===== src/rtl/vram_arbiter.sv =====
// vram_arbiter: shares a single-port VRAM between video fetch (ph0 slots),
// a host single-word port and a fill/copy block engine.
// Priority in a grant cycle: host first, then the engine.
module vram_arbiter (
  input  logic        clk,
  input  logic        nreset,
  input  logic        ph0,
  input  logic        host_req,
  input  logic        host_we,
  input  logic [12:0] host_addr,
  input  logic [15:0] host_wdata,
  output logic        host_ack,
  output logic [15:0] host_rdata,
  input  logic        blk_start,
  input  logic        blk_op,
  input  logic [12:0] blk_src,
  input  logic [12:0] blk_dst,
  input  logic [12:0] blk_len,
  input  logic [15:0] blk_fill,
  output logic        blk_busy,
  output logic        blk_done,
  output logic        ram_en,
  output logic        ram_we,
  output logic [12:0] ram_addr,
  output logic [15:0] ram_wdata,
  input  logic [15:0] ram_rdata
);

  typedef enum logic [2:0] {
    S_IDLE = 3'd0,
    S_FILL = 3'd1,
    S_CRD  = 3'd2,
    S_CLAT = 3'd3,
    S_CWR  = 3'd4,
    S_DONE = 3'd5
  } state_e;

  state_e      state_q, state_d;
  logic        op_q,     op_d;
  logic [12:0] src_q,    src_d;
  logic [12:0] dst_q,    dst_d;
  logic [12:0] len_q,    len_d;
  logic [15:0] fill_q,   fill_d;
  logic [15:0] buf_q,    buf_d;
  logic        busy_q,   busy_d;
  logic        ack_q,    ack_d;

  logic        host_go;
  logic        eng_gnt;

  // The host is issued in any free slot except the cycle of its own ack
  // (req is still high then); gating with nreset keeps ram_en low in reset.
  assign host_go = nreset & ~ph0 & host_req & ~ack_q;
  assign eng_gnt = ~ph0 & ~host_go;

  assign host_ack   = ack_q;
  assign host_rdata = ack_q ? ram_rdata : 16'h0000;
  assign blk_busy   = busy_q;
  assign blk_done   = (state_q == S_DONE);

  // State and datapath registers; reset abandons any block command.
  always_ff @(posedge clk or negedge nreset) begin
    if (!nreset) begin
      state_q <= S_IDLE;
      op_q    <= 1'b0;
      src_q   <= 13'h0000;
      dst_q   <= 13'h0000;
      len_q   <= 13'h0000;
      fill_q  <= 16'h0000;
      buf_q   <= 16'h0000;
      busy_q  <= 1'b0;
      ack_q   <= 1'b0;
    end else begin
      state_q <= state_d;
      op_q    <= op_d;
      src_q   <= src_d;
      dst_q   <= dst_d;
      len_q   <= len_d;
      fill_q  <= fill_d;
      buf_q   <= buf_d;
      busy_q  <= busy_d;
      ack_q   <= ack_d;
    end
  end

  // Engine next-state logic; states waiting for a grant hold everything.
  always_comb begin
    state_d = state_q;
    op_d    = op_q;
    src_d   = src_q;
    dst_d   = dst_q;
    len_d   = len_q;
    fill_d  = fill_q;
    buf_d   = buf_q;
    busy_d  = busy_q;
    ack_d   = host_go;
    case (state_q)
      S_IDLE: begin
        if (busy_q) begin
          // Command latched last cycle: dispatch on length and opcode.
          if (len_q == 13'd0) begin
            state_d = S_DONE;
            busy_d  = 1'b0;
          end else if (op_q) begin
            state_d = S_CRD;
          end else begin
            state_d = S_FILL;
          end
        end else if (blk_start) begin
          op_d   = blk_op;
          src_d  = blk_src;
          dst_d  = blk_dst;
          len_d  = blk_len;
          fill_d = blk_fill;
          busy_d = 1'b1;
        end else begin
          state_d = S_IDLE;
        end
      end
      S_FILL: begin
        if (eng_gnt) begin
          dst_d = dst_q + 13'd1;
          len_d = len_q - 13'd1;
          if (len_q == 13'd1) begin
            state_d = S_DONE;
            busy_d  = 1'b0;
          end else begin
            state_d = S_FILL;
          end
        end else begin
          state_d = S_FILL;
        end
      end
      S_CRD: begin
        if (eng_gnt) begin
          state_d = S_CLAT;
        end else begin
          state_d = S_CRD;
        end
      end
      S_CLAT: begin
        buf_d   = ram_rdata;
        state_d = S_CWR;
      end
      S_CWR: begin
        if (eng_gnt) begin
          src_d = src_q + 13'd1;
          dst_d = dst_q + 13'd1;
          len_d = len_q - 13'd1;
          if (len_q == 13'd1) begin
            state_d = S_DONE;
            busy_d  = 1'b0;
          end else begin
            state_d = S_CRD;
          end
        end else begin
          state_d = S_CWR;
        end
      end
      S_DONE: begin
        state_d = S_IDLE;
      end
      default: begin
        state_d = S_IDLE;
        busy_d  = 1'b0;
      end
    endcase
  end

  // RAM port mux: host beats engine; every field is zero when not enabled.
  always_comb begin
    ram_en    = 1'b0;
    ram_we    = 1'b0;
    ram_addr  = 13'h0000;
    ram_wdata = 16'h0000;
    if (host_go) begin
      ram_en    = 1'b1;
      ram_we    = host_we;
      ram_addr  = host_addr;
      ram_wdata = host_wdata;
    end else if (eng_gnt) begin
      case (state_q)
        S_FILL: begin
          ram_en    = 1'b1;
          ram_we    = 1'b1;
          ram_addr  = dst_q;
          ram_wdata = fill_q;
        end
        S_CRD: begin
          ram_en    = 1'b1;
          ram_addr  = src_q;
        end
        S_CWR: begin
          ram_en    = 1'b1;
          ram_we    = 1'b1;
          ram_addr  = dst_q;
          ram_wdata = buf_q;
        end
        default: begin
          ram_en    = 1'b0;
        end
      endcase
    end else begin
      ram_en = 1'b0;
    end
  end

endmodule


===== config.mk =====
export PLATFORM = sky130hd
export DESIGN_NAME = vram_arbiter
export DESIGN_NICKNAME = d
export VERILOG_FILES = /design/src/rtl/vram_arbiter.sv
export SDC_FILE = /design/constraint.sdc
export NUM_CORES = 1
export LEC_CHECK = 0
export BUFFER_PORTS_ARGS = -buffer_cell sky130_fd_sc_hd__buf_2
export CORE_MARGIN = 4
export CORE_UTILIZATION = 40
export DETAILED_ROUTE_END_ITERATION = 8
export PLACE_DENSITY_LB_ADDON = 0.3
export RECOVER_POWER = 100
export SETUP_SLACK_MARGIN = 0.1
export SLEW_MARGIN = 10
export SYNTH_ARGS = -nofsm -noshare
export SYNTH_HDL_FRONTEND = slang
export SYNTH_SLANG_ARGS = --single-unit

===== constraint.sdc =====
create_clock -name clk -period 2.4 [get_ports clk]
set_input_delay 0.24 -clock clk [delete_from_list [all_inputs] [get_ports clk]]
set_output_delay 0.24 -clock clk [all_outputs]
set_load 0.005 [all_outputs]

## Word-level counts from Yosys, hierarchy flattened

Index checks and enable logic that the tools add are counted.

| operators by class | value |
|---|---|
| add/subtract/negate cells | 3 |
| equal/unequal tests | 12 |
| mux-type cells | 41 |
| bitwise gates (word level) | 9 |
| reductions and logical operators | 11 |

Operator list:

| kind | number |
|---|---|
| $mux W13 | 11 |
| $pmux W13 S2 | 4 |
| $mux W16 | 3 |
| $pmux W16 S2 | 1 |
| $add A13 B1 Y13 const B | 2 |
| $mux W3 | 7 |
| $pmux W3 S5 | 1 |
| $eq A13 B1 Y1 const B | 1 |
| $logic_not A13 Y1 | 1 |
| $sub A13 B1 Y13 const B | 1 |
| $mux W1 | 12 |
| $reduce_and A4 Y1 | 2 |
| $eq A3 B2 Y1 const B | 2 |
| $eq A3 B3 Y1 const B | 2 |
| $ne A2 B2 Y1 const B | 3 |
| $reduce_and A3 Y1 | 2 |
| $reduce_or A3 Y1 | 2 |
| $not A1 Y1 | 5 |
| $and A1 B1 Y1 | 4 |
| $ne A2 B1 Y1 const B | 2 |
| $reduce_bool A2 Y1 | 2 |
| $eq A3 B1 Y1 const B | 1 |
| $logic_not A3 Y1 | 1 |
| $ne A3 B3 Y1 const B | 1 |
| 3 further kinds | 3 |

| storage, ports and cells | value |
|---|---|
| bits in registers | 77 |
| bits of input ports | 107 |
| word-level logic and storage cells | 85 |

## Logic depth before layout (Yosys ltp)

Gate-level depths: netlist of run 1.

| depth | value |
|---|---|
| depth after elaboration | 8 |
| gate-level depth with buffers | 8 |

## Worst setup path after synthesis of run 1

No wires, ideal clock.

| timing | value |
|---|---|
| path kind | register -> register |
| from | register len_q[0] |
| to | register len_q[8] |
| library setup time | 131 ps |
| data arrival time | 1,762 ps |
| required time | 2,269 ps |
| slack | 507 ps |
| stages on the path, launching flop included | 8 |
| path buffers | 1 |
| cells stage by stage | dfrtp_1 -> inv_1 -> ha_1 -> or4b_1 -> clkbuf_1 -> nor4_2 -> o2bb2ai_1 -> a22oi_1 |

| between the ends | value |
|---|---|
| cells in the longest elaborated chain, start to end | 3 |

Ends and longest elaborated chain:

| what | line | text |
|---|---|---|
| from (decl) | 42 | `logic [12:0] len_q, len_d;` |
| from (signal assigned) | 78 | `len_q <= len_d;` |
| $sub A13 B1 Y13 | 123, 149 |  |
| $mux W13 | 121, 146 |  |
| $pmux W13 S2 | 97 | `case (state_q)` |

No other way between the ends. The select of a mux whose other input is x is not followed.
A chain may end at the register's enable or synchronous reset.

## Worst setup path in the final report of run 1

| timing | value |
|---|---|
| from | register state_q[1] |
| to | output ram_addr[0] |

| between the ends | value |
|---|---|
| cells in the longest elaborated chain, start to end | 5 |
| elaborated cells on any way between the ends | 7 |
| those cells by class | eq/ne (3); mux (3); reduce/logical (1) |

Ends and longest elaborated chain:

| what | line | text |
|---|---|---|
| from (decl) | 38 | `state_e state_q, state_d;` |
| from (signal assigned) | 74 | `state_q <= state_d;` |
| $eq A3 B3 Y1 or $eq A3 B1 Y1 (tied branches) | 182 | `case (state_q)` |
| $reduce_or A2 Y1 (no line) | - |  |
| $pmux W13 S2 * | 182 |  |
| $mux W13 * | 181 | `end else if (eng_gnt) begin` |
| $mux W13 * | 176 | `if (host_go) begin` |
| to (decl) | 24 | `output logic [12:0] ram_addr,` |

Every way passes the cells marked *; elsewhere a longest branch is shown, timed or not.

==> results of run 1 <==
-- cells in the mapped netlist, drive strengths merged (3+ instances only) --
| master | instances | share of area |
|---|---|---|
| o2bb2ai | 17 | 0.031 |
| ha | 5 | 0.013 |
| nand2 | 110 | 0.085 |
| clkbuf | 28 | 0.022 |
| nand2b | 4 | 0.0051 |
| nor4b | 4 | 0.0072 |
| o21ai | 28 | 0.029 |
| a32oi | 5 | 0.0090 |
| a221o | 4 | 0.0082 |
| mux2 | 17 | 0.039 |
| mux2i | 4 | 0.0082 |
| inv | 14 | 0.011 |
| o22ai | 22 | 0.028 |
| nor2 | 30 | 0.023 |
| a2bb2oi | 5 | 0.0090 |
| nand4 | 5 | 0.0064 |
| nor4 | 14 | 0.024 |
| and3 | 3 | 0.0039 |
| or4 | 3 | 0.0054 |
| and2 | 19 | 0.024 |
| and4 | 4 | 0.0072 |
| nand3 | 9 | 0.0093 |
| a31oi | 8 | 0.010 |
| buf | 17 | 0.018 |
| or3 | 6 | 0.0087 |
| nor3 | 19 | 0.022 |
| o211ai | 4 | 0.0062 |
| a21oi | 17 | 0.017 |
| dfrtp | 77 | 0.40 |
| a22oi | 39 | 0.060 |
-- kinds of logic (layout without fill, tap and decap cells) --
kind of cell               count (synthesis)  count (layout)  synth area share
and+or+nand+nor                          239             239             0.247
DFF                                       77              77             0.396
adders and majority gates                  5               5            0.0129
xor gates and xnor gates                   2               2           0.00360
buffers and inverters                     59             222            0.0506
muxes                                     21              21            0.0476
AOI/OAI and AO/OA                        167             167             0.242
-- worst paths after layout --
kind                       cells after the start          from           to
setup / recovery                               6    state_q[1]  ram_addr[0]
setup reg to reg                               6      len_q[0]    len_q[10]
hold reg to reg                                2     fill_q[5]    fill_q[5]
hold / removal                                 3  blk_fill[12]   fill_q[12]
min in group asynchronous                      2        nreset    len_q[12]
max in group asynchronous                      3        nreset     len_q[9]
-- flip-flops by register name, indices dropped and copies added (netlist names) --
name	count
blk_busy	1
buf_q	16
dst_q	13
fill_q	16
host_ack	1
len_q	13
op_q	1
src_q	13
state_q	3
-- metrics by stage --
step | utilization | cells
global route | 0.515 | 880
finish | 0.515 | 880
detailed placement | 0.494 | 860
global placement | 0.494 | 860
CTS | 0.519 | 877
floorplan | - | 570
-- layer usage --
| metal | up-vias | routed length, µm |
|---|---|---|
| met5 | - | 0 |
| met2 | 272 | 7400 |
| li1 | 2429 | - |
| met1 | 2488 | 7290 |
| met4 | 0 | 485 |
| met3 | 36 | 1190 |
-- power by group through the flow --
stage	clock network (mW)	logic [mW]	registers (mW)
finish	1.36	3.64	2.53
global route	1.44	4.02	2.62
CTS	1.38	3.65	2.52
detailed placement	0	3.63	2.53
global placement	0	3.56	2.51
floorplan	0	2.57	2.35
-- critical path, cell delays in order, from the launching register on --
cell and delay, ns:
dfrtp_1 0.39, clkbuf_4 0.24, nor4_4 0.50, clkbuf_4 0.24
a22oi_1 0.08, nand2_1 0.09, buf_2 0.11
-- area by class of cell --
| cell class | instances | share of cell area |
|---|---|---|
| multi-input cells | 434 | 0.438 |
| flip-flops and latches | 77 | 0.313 |
| repair buffers | 192 | 0.163 |
| clock buffers | 13 | 0.0455 |
| well taps | 147 | 0.0298 |
| inverters | 14 | 0.00853 |
| clock inverters | 3 | 0.00284 |
-- repair_timing --
item                                    CTS  global route
buffers inserted                          0             3
pin swaps                                 1             1
endpoints found under the hold margin     4             0
gates resized for setup                   1             3
hold buffers                              1             0
endpoints found under the setup margin    3            17
==> results.json, run 1 <==
{
  "status": "completed",
  "clock_path_buffers": 2,
  "power.switching_mw": 3.23,
  "finalHoldViolations": 0,
  "power_frac_comb": 0.483,
  "vdd_drop_max_uv": 566,
  "place_area_mm2": 0.00590,
  "rows": 40,
  "clockPowerShare": 0.181,
  "relSlewSlack": 0.202,
  "die_h_um": 118,
  "cts.sinks": 77,
  "mostFrequentLayoutCell": "buf_2",
  "setup_viol": 0,
  "max_freq_mhz": 449,
  "grt_antenna_before_repair": 0,
  "fillers": 1160,
  "path_clk_slew_ns": 0.06,
  "synthCells": 570,
  "vias": 5225,
  "dp_hpwl_mm": 11.9,
  "area_growth_pct": 26.6,
  "final_nets": 840,
  "grt_usage": 0.232,
  "drc": 0,
  "end_kind": "output pin",
  "htree_levels": 3,
  "drtAntennaViolNets": 0,
  "finalPower_mw": 7.53,
  "pre_cts_ws_ns": 0.269,
  "whs_ns": 0.0901,
  "wire_per_inst_um": 18.6,
  "ys_seq_area_frac": 0.396,
  "yosysUniqueCellTypes": 63,
  "drt_pre_antenna_iters": 5,
  "die_w_um": 118,
  "start_kind": "flip-flop",
  "p_per_area_mw_per_mm2": 1220,
  "io_pins": 157,
  "numPortBuffers": 156,
  "finalCriticalPeriod_ns": 2.23,
  "min_period_over_period": 0.929,
  "grt_remaining_overflow": 0,
  "synthesis.area_mm2": 0.00487,
  "synthFlopType": "dfrtp_1",
  "p_int_mw": 4.30,
  "required_ns": 2.16,
  "seq_power_share": 0.336,
  "critical_path_class": "reg -> out",
  "seq_area_mm2": 0.00193,
  "swShare": 0.429,
  "busiest_layer": "met2",
  "p_leak_nw": 2.80,
  "grt_max_degree": 43,
  "final_cell_area_mm2": 0.00616,
  "crit_arrival_ns": 1.99,
  "synth_edf_count": 0,
  "finalClockSkew_ns": 0.00893,
  "synth-seq-cells": 77,
  "slew_viol_final": 0,
  "finalWorstSetupSlack_ns": 0.170,
  "drive_above_1_share": 0.277,
  "mostFrequentLayoutCells": "buf_2 (128), nand2_1 (110), dfrtp_1 (77)",
  "gp_congestion": 0.921,
  "antenna_cells": 0,
  "drv_cap": 0,
  "coreArea_mm2": 0.0120,
  "multi_input_area_mm2": 0.00270,
  "grt_pass1_wl_mm": 26.4,
  "drt-total-wl_mm": 16.4,
  "rsz0062_at_grt": "yes",
  "cts_buffers": 9,
  "clkLatencyLatePin_ns": 0.34,
  "tritoncts": "done",
  "met3_usage": 0.0445,
  "cp_max_fo": 14,
  "tightest_slew_ns": 1.19,
  "start_util": 0.407,
  "hold_class": "in -> reg",
  "met1_usage": 0.315,
  "met2_usage": 0.356,
  "yosysWarnings": 0,
  "async_flop_share": 1.00,
  "drtIter0Drc": 466,
  "dieArea_mm2": 0.0140,
  "avgViaCountPerCell": 5.94,
  "grt_pass1_vias": 5197,
  "fin_setup_tns_ns": 0,
  "cts-root-buf": "clkbuf_16",
  "avgSynthCellArea_um2": 8.54,
  "r2r_slack_ns": 0.23,
  "syn_nets": 682
}
No activity file was read; power rests on OpenSTA's default activity.
==> inputs of run 2 (changes only) <==
--- a/config.mk
+++ b/config.mk
@@ -5,6 +5,7 @@
 export SDC_FILE = /design/constraint.sdc
 export NUM_CORES = 1
 export LEC_CHECK = 0
+export ABC_AREA = 1
 export BUFFER_PORTS_ARGS = -buffer_cell sky130_fd_sc_hd__buf_2
 export CORE_MARGIN = 4
 export CORE_UTILIZATION = 40
==> results.json, run 2 <==
{
  "p_int_mw": 3.98,
  "worstReg2RegStart": "state_q[1]",
  "met3_usage": 0.0496,
  "max_freq_mhz": 451,
  "synthCells": 783,
  "grt_antenna_before_repair": 0,
  "final_core_util": 0.512,
  "seq_power_share": 0.339,
  "area_growth_pct": 23.5,
  "cts_buffers": 9,
  "start_kind": "flip-flop",
  "ys_seq_area_frac": 0.381,
  "tritoncts": "done",
  "tightest_slew_ns": 1.07,
  "synth-seq-cells": 77,
  "place_area_mm2": 0.00604,
  "grt_max_degree": 42,
  "ctsHoldBuffers": 0,
  "io_pins": 157,
  "rsz0062_at_grt": "yes",
  "power_frac_comb": 0.470,
  "drive_above_1_share": 0.188,
  "p_leak_nw": 3.39,
  "die_h_um": 121,
  "dp.cells": 1097,
  "synthesis.area_mm2": 0.00506,
  "swShare": 0.465,
  "finalHoldViolations": 0,
  "met1_usage": 0.278,
  "synth_edf_count": 0,
  "layout.cells.non_filler": 1113,
  "clockPowerShare": 0.191,
  "start_util": 0.415,
  "critical_path_class": "reg -> reg",
  "final_nets": 1052,
  "final_cell_area_mm2": 0.00625,
  "dp_hpwl_mm": 11.3,
  "multi_input_area_mm2": 0.00274,
  "power.switching_mw": 3.46,
  "fin_setup_tns_ns": 0,
  "finalPower_mw": 7.45,
  "path_clk_slew_ns": 0.06,
  "p_per_area_mw_per_mm2": 1190,
  "avgSynthCellArea_um2": 6.47,
  "die_w_um": 121,
  "cp_max_fo": 25,
  "htree_levels": 3,
  "vdd_drop_max_uv": 417,
  "finalCriticalPeriod_ns": 2.22,
  "vias": 5395,
  "drt_pre_antenna_iters": 4,
  "mostFrequentLayoutCell": "nand2_1",
  "synthFlopType": "dfrtp_1",
  "yosysUniqueCellTypes": 35,
  "min_period_over_period": 0.924,
  "busiest_layer": "met2",
  "grt_remaining_overflow": 0,
  "drtAntennaViolNets": 0,
  "hold_class": "in -> reg",
  "grt_usage": 0.206,
  "finalClockSkew_ns": 0.00851,
  "whs_ns": 0.0883,
  "dieArea_mm2": 0.0145,
  "grt_pass1_vias": 5156,
  "coreArea_mm2": 0.0122,
  "relSlewSlack": 0.289,
  "clock_path_buffers": 2,
  "gp_congestion": 0.880,
  "min-delay-start": "blk_fill[12]",
  "drv_cap": 0,
  "avgViaCountPerCell": 4.85,
  "mostFrequentLayoutCells": "nand2_1 (357), buf_2 (125), nor2_1 (79)",
  "clkLatencyLatePin_ns": 0.35,
  "pre_cts_ws_ns": 0.426,
  "end_kind": "flip-flop",
  "antenna_cells": 0,
  "rows": 40,
  "required_ns": 2.66,
  "drc": 0,
  "slew_viol_final": 0,
  "cts-root-buf": "clkbuf_16",
  "finalWorstSetupSlack_ns": 0.183,
  "drt-total-wl_mm": 15.0,
  "met2_usage": 0.331,
  "drtIter0Drc": 325,
  "grt_pass1_wl_mm": 24.3,
  "fillers": 1341,
  "wire_per_inst_um": 13.5,
  "seq_area_mm2": 0.00193,
  "async_flop_share": 1.00,
  "status": "completed",
  "numPortBuffers": 156,
  "syn_nets": 895,
  "synth.top_cells.by_count": "nand2_1 (354), nor2_1 (79), dfrtp_1 (77)",
  "yosysMostFrequentCell": "nand2_1",
  "reg_top3": "buf_q: 16 flops, fill_q: 16 flops",
  "yosysWarnings": 0,
  "synth_area_leader_cell": "dfrtp_1",
  "setup_viol": 0,
  "synth_top_area_frac": 0.381,
  "yosys-top-cells-area": "dfrtp_1 (38%), nand2_1 (26%), nand3_1 (7.4%)",
  "cts.sinks": 77,
  "crit_arrival_ns": 2.48,
  "critPathLaunch": "state_q[1]"
}
-- run 2: cell types whose count changed in the layout (fill, tap and decap cells not counted), moves of 22 or more --
cell,change
nand3_1,+67
nand2_1,+247
inv_1,+40
o22ai_1,-22
a22oi_1,-33
nor2_1,+49
-- run 2: critical path, stage by stage, from the launching register on --
cell      delay, ns
dfrtp_1        0.38
inv_1          0.16
nand3_1        0.23
nand2_1        0.18
nand2_1        0.25
nand2_2        0.46
clkbuf_1       0.28
nand2_1        0.08
o21ai_1        0.09
-- run 2: layout make-up --
cell class | instances | area share
tap | 168 | 0.0336
multi-input combinational | 621 | 0.437
clock buffer | 9 | 0.0360
inverter | 58 | 0.0360
clock inverter | 7 | 0.0130
timing repair buffer | 173 | 0.136
sequential | 77 | 0.308
-- run 2: logic make-up (layout without fill, tap and decap cells) --
| group | count (synthesis) | in the layout | synth area share |
|---|---|---|---|
| and+or+nand+nor | 548 | 548 | 0.455 |
| adders and majority gates | 5 | 5 | 0.0124 |
| DFF | 77 | 77 | 0.381 |
| xor gates and xnor gates | 3 | 3 | 0.00519 |
| buffers and inverters | 85 | 247 | 0.0724 |
| AOI/OAI and AO/OA | 65 | 65 | 0.0744 |
-- run 2: per-layer routing --
layer,up-vias,share of wire
li1,2792,-
met4,0,0.016
met1,2419,0.46
met5,-,0
met3,25,0.059
met2,159,0.47
-- run 2: power groups by stage --
stage / combinational, mW / clock, mW / sequential, mW
4_1_cts: 3.63 / 1.46 / 2.52
6_report: 3.50 / 1.42 / 2.53
3_5_place_dp: 3.60 / 0 / 2.53
2_1_floorplan: 2.74 / 0 / 2.37
5_1_grt: 4.05 / 1.51 / 2.62
3_3_place_gp: 3.56 / 0 / 2.53
-- run 2: what timing repair did --
| item | in CTS | in global routing |
|---|---|---|
| setup buffers | 0 | 0 |
| resized for setup | 0 | 4 |
| setup endpoints to repair | 0 | 14 |
-- run 2: worst paths after layout --
check / endpoint / slack, ns / depth (start not counted)
min: fill_q[12] / 0.09 / 3
max in group asynchronous: buf_q[3] / 0.80 / 3
max: dst_q[2] / 0.18 / 8
min reg2reg: buf_q[1] / 0.47 / 2
max reg2reg: dst_q[2] / 0.18 / 8
min in group asynchronous: dst_q[4] / 0.17 / 2
==> inputs of run 3 (changes only) <==
--- a/config.mk
+++ b/config.mk
@@ -11,7 +11,6 @@
 export CORE_UTILIZATION = 40
 export DETAILED_ROUTE_END_ITERATION = 8
 export PLACE_DENSITY_LB_ADDON = 0.3
-export RECOVER_POWER = 100
 export SETUP_SLACK_MARGIN = 0.1
 export SLEW_MARGIN = 10
 export SYNTH_ARGS = -nofsm -noshare
==> results.json, run 3 (synthesis gave the netlist of run 2 again) <==
{
  "p_leak_nw": 3.54,
  "start_util": 0.415,
  "finalClockSkew_ns": 0.00836,
  "drtAntennaViolNets": 0,
  "die_h_um": 121,
  "crit_arrival_ns": 1.98,
  "cts_buffers": 9,
  "cts-root-buf": "clkbuf_16",
  "grt_antenna_before_repair": 0,
  "p_per_area_mw_per_mm2": 1190,
  "io_pins": 157,
  "avgViaCountPerCell": 4.87,
  "path_clk_slew_ns": 0.06,
  "grt_max_degree": 42,
  "finalWorstSetupSlack_ns": 0.182,
  "drv_cap": 0,
  "rsz0062_at_grt": "yes",
  "slew_viol_final": 0,
  "drtIter0Drc": 339,
  "final_cell_area_mm2": 0.00635,
  "met2_usage": 0.331,
  "cp_max_fo": 15,
  "met1_usage": 0.278,
  "tritoncts": "done",
  "grt_pass1_vias": 5156,
  "clkLatencyLatePin_ns": 0.35,
  "met3_usage": 0.0496,
  "drt_pre_antenna_iters": 5,
  "pre_cts_ws_ns": 0.426,
  "grt_usage": 0.206,
  "mostFrequentLayoutCells": "nand2_1 (354), buf_2 (155), nor2_1 (77), dfrtp_1 (77), nand3_1 (75)",
  "dieArea_mm2": 0.0145,
  "required_ns": 2.16,
  "vias": 5417,
  "dp.cells": 1097,
  "htree_levels": 3,
  "dp_hpwl_mm": 11.3,
  "fin_setup_tns_ns": 0,
  "layout.cells.non_filler": 1113,
  "wire_per_inst_um": 13.6,
  "relSlewSlack": 0.453,
  "rows": 40,
  "grt_remaining_overflow": 0,
  "end_kind": "output pin",
  "fillers": 1313,
  "area_growth_pct": 25.5,
  "status": "completed",
  "tightest_slew_ns": 0.819,
  "cpPeakStageDelay_ns": 0.39,
  "mostFrequentLayoutCell": "nand2_1",
  "vdd_drop_max_uv": 435,
  "drc": 0,
  "finalCriticalPeriod_ns": 2.22,
  "reg_top3": "buf_q: 16 flops, fill_q: 16 flops",
  "critPathSlowestCell": "dfrtp_1",
  "coreArea_mm2": 0.0122,
  "min_period_over_period": 0.924,
  "clock_path_buffers": 2,
  "setup_viol": 0,
  "grt_pass1_wl_mm": 24.3,
  "critical_path_class": "reg -> out",
  "gp_congestion": 0.880,
  "path_cells": "inv_1 -> nand3_1 -> nand2_2 -> buf_4 -> nand2_1 -> o221ai_1 -> buf_2",
  "drive_above_1_share": 0.233,
  "die_w_um": 121,
  "max_freq_mhz": 451,
  "place_area_mm2": 0.00604,
  "antenna_cells": 0,
  "final_nets": 1052,
  "numPortBuffers": 156,
  "ctsHoldBuffers": 0,
  "drt-total-wl_mm": 15.1,
  "busiest_layer": "met2",
  "hold_class": "in -> async",
  "start_kind": "flip-flop",
  "finalHoldViolations": 0,
  "cts.sinks": 77
}
==> run 3: worst paths after layout <==
check                           start     endpoint  slack (ns)  depth (start not counted)
setup / recovery           state_q[1]  ram_addr[0]        0.18                          7
hold / removal                 nreset     dst_q[3]        0.01                          2
setup reg to reg           state_q[1]     dst_q[2]        0.44                          8
hold reg to reg              buf_q[1]     buf_q[1]        0.47                          2
max in group asynchronous      nreset     buf_q[3]        1.43                          3
min in group clk               blk_op         op_q        0.09                          3
==> run 3: layout make-up <==
cell class / count / area, µm² / share of cell area
clock inverter: 7 / 81.3 / 0.0128
timing repair buffer: 173 / 911 / 0.143
tap: 168 / 210 / 0.0331
inverter: 58 / 225 / 0.0354
sequential: 77 / 1930 / 0.303
multi-input combinational: 621 / 2780 / 0.437
clock buffer: 9 / 225 / 0.0354
==> run 3: timing repair <==
action | in CTS | in global routing
gates resized for setup | 0 | 4
buffers inserted | 0 | 0
endpoints found under the setup margin | 0 | 14
==> run 3: layer usage <==
layer / vias up / routed length [µm]
met5: - / 0
met4: 0 / 302
met3: 31 / 909
met2: 156 / 7010
met1: 2430 / 6870
li1: 2800 / -
==> run 3: through the flow <==
step | power [mW] | hold WS (ns) | utilization
CTS | 7.60 | 0.0115 | 0.519
global placement | 6.08 | 0.392 | 0.494
detailed placement | 6.13 | 0.376 | 0.494
finish | 7.58 | 0.0103 | 0.520
floorplan | 5.10 | -0.0556 | -
global route | 8.31 | 0.0287 | 0.520
==> run 3: critical path, delay by kind of cell (launching register included) <==
kind | cells | cell delay, ns
flip-flops | 1 | 0.39
AO/OA/AOI/OAI | 1 | 0.18
AND/OR/NAND/NOR | 3 | 0.52
buffers and inverters | 3 | 0.54
==> run 3: power breakdown <==
| group | switching (mW) | internal, mW | leakage, nW | total, mW |
|---|---|---|---|---|
| clock network | 0.599 | 0.824 | 0.153 | 1.42 |
| logic | 2.32 | 1.30 | 2.44 | 3.62 |
| registers | 0.594 | 1.94 | 0.947 | 2.53 |
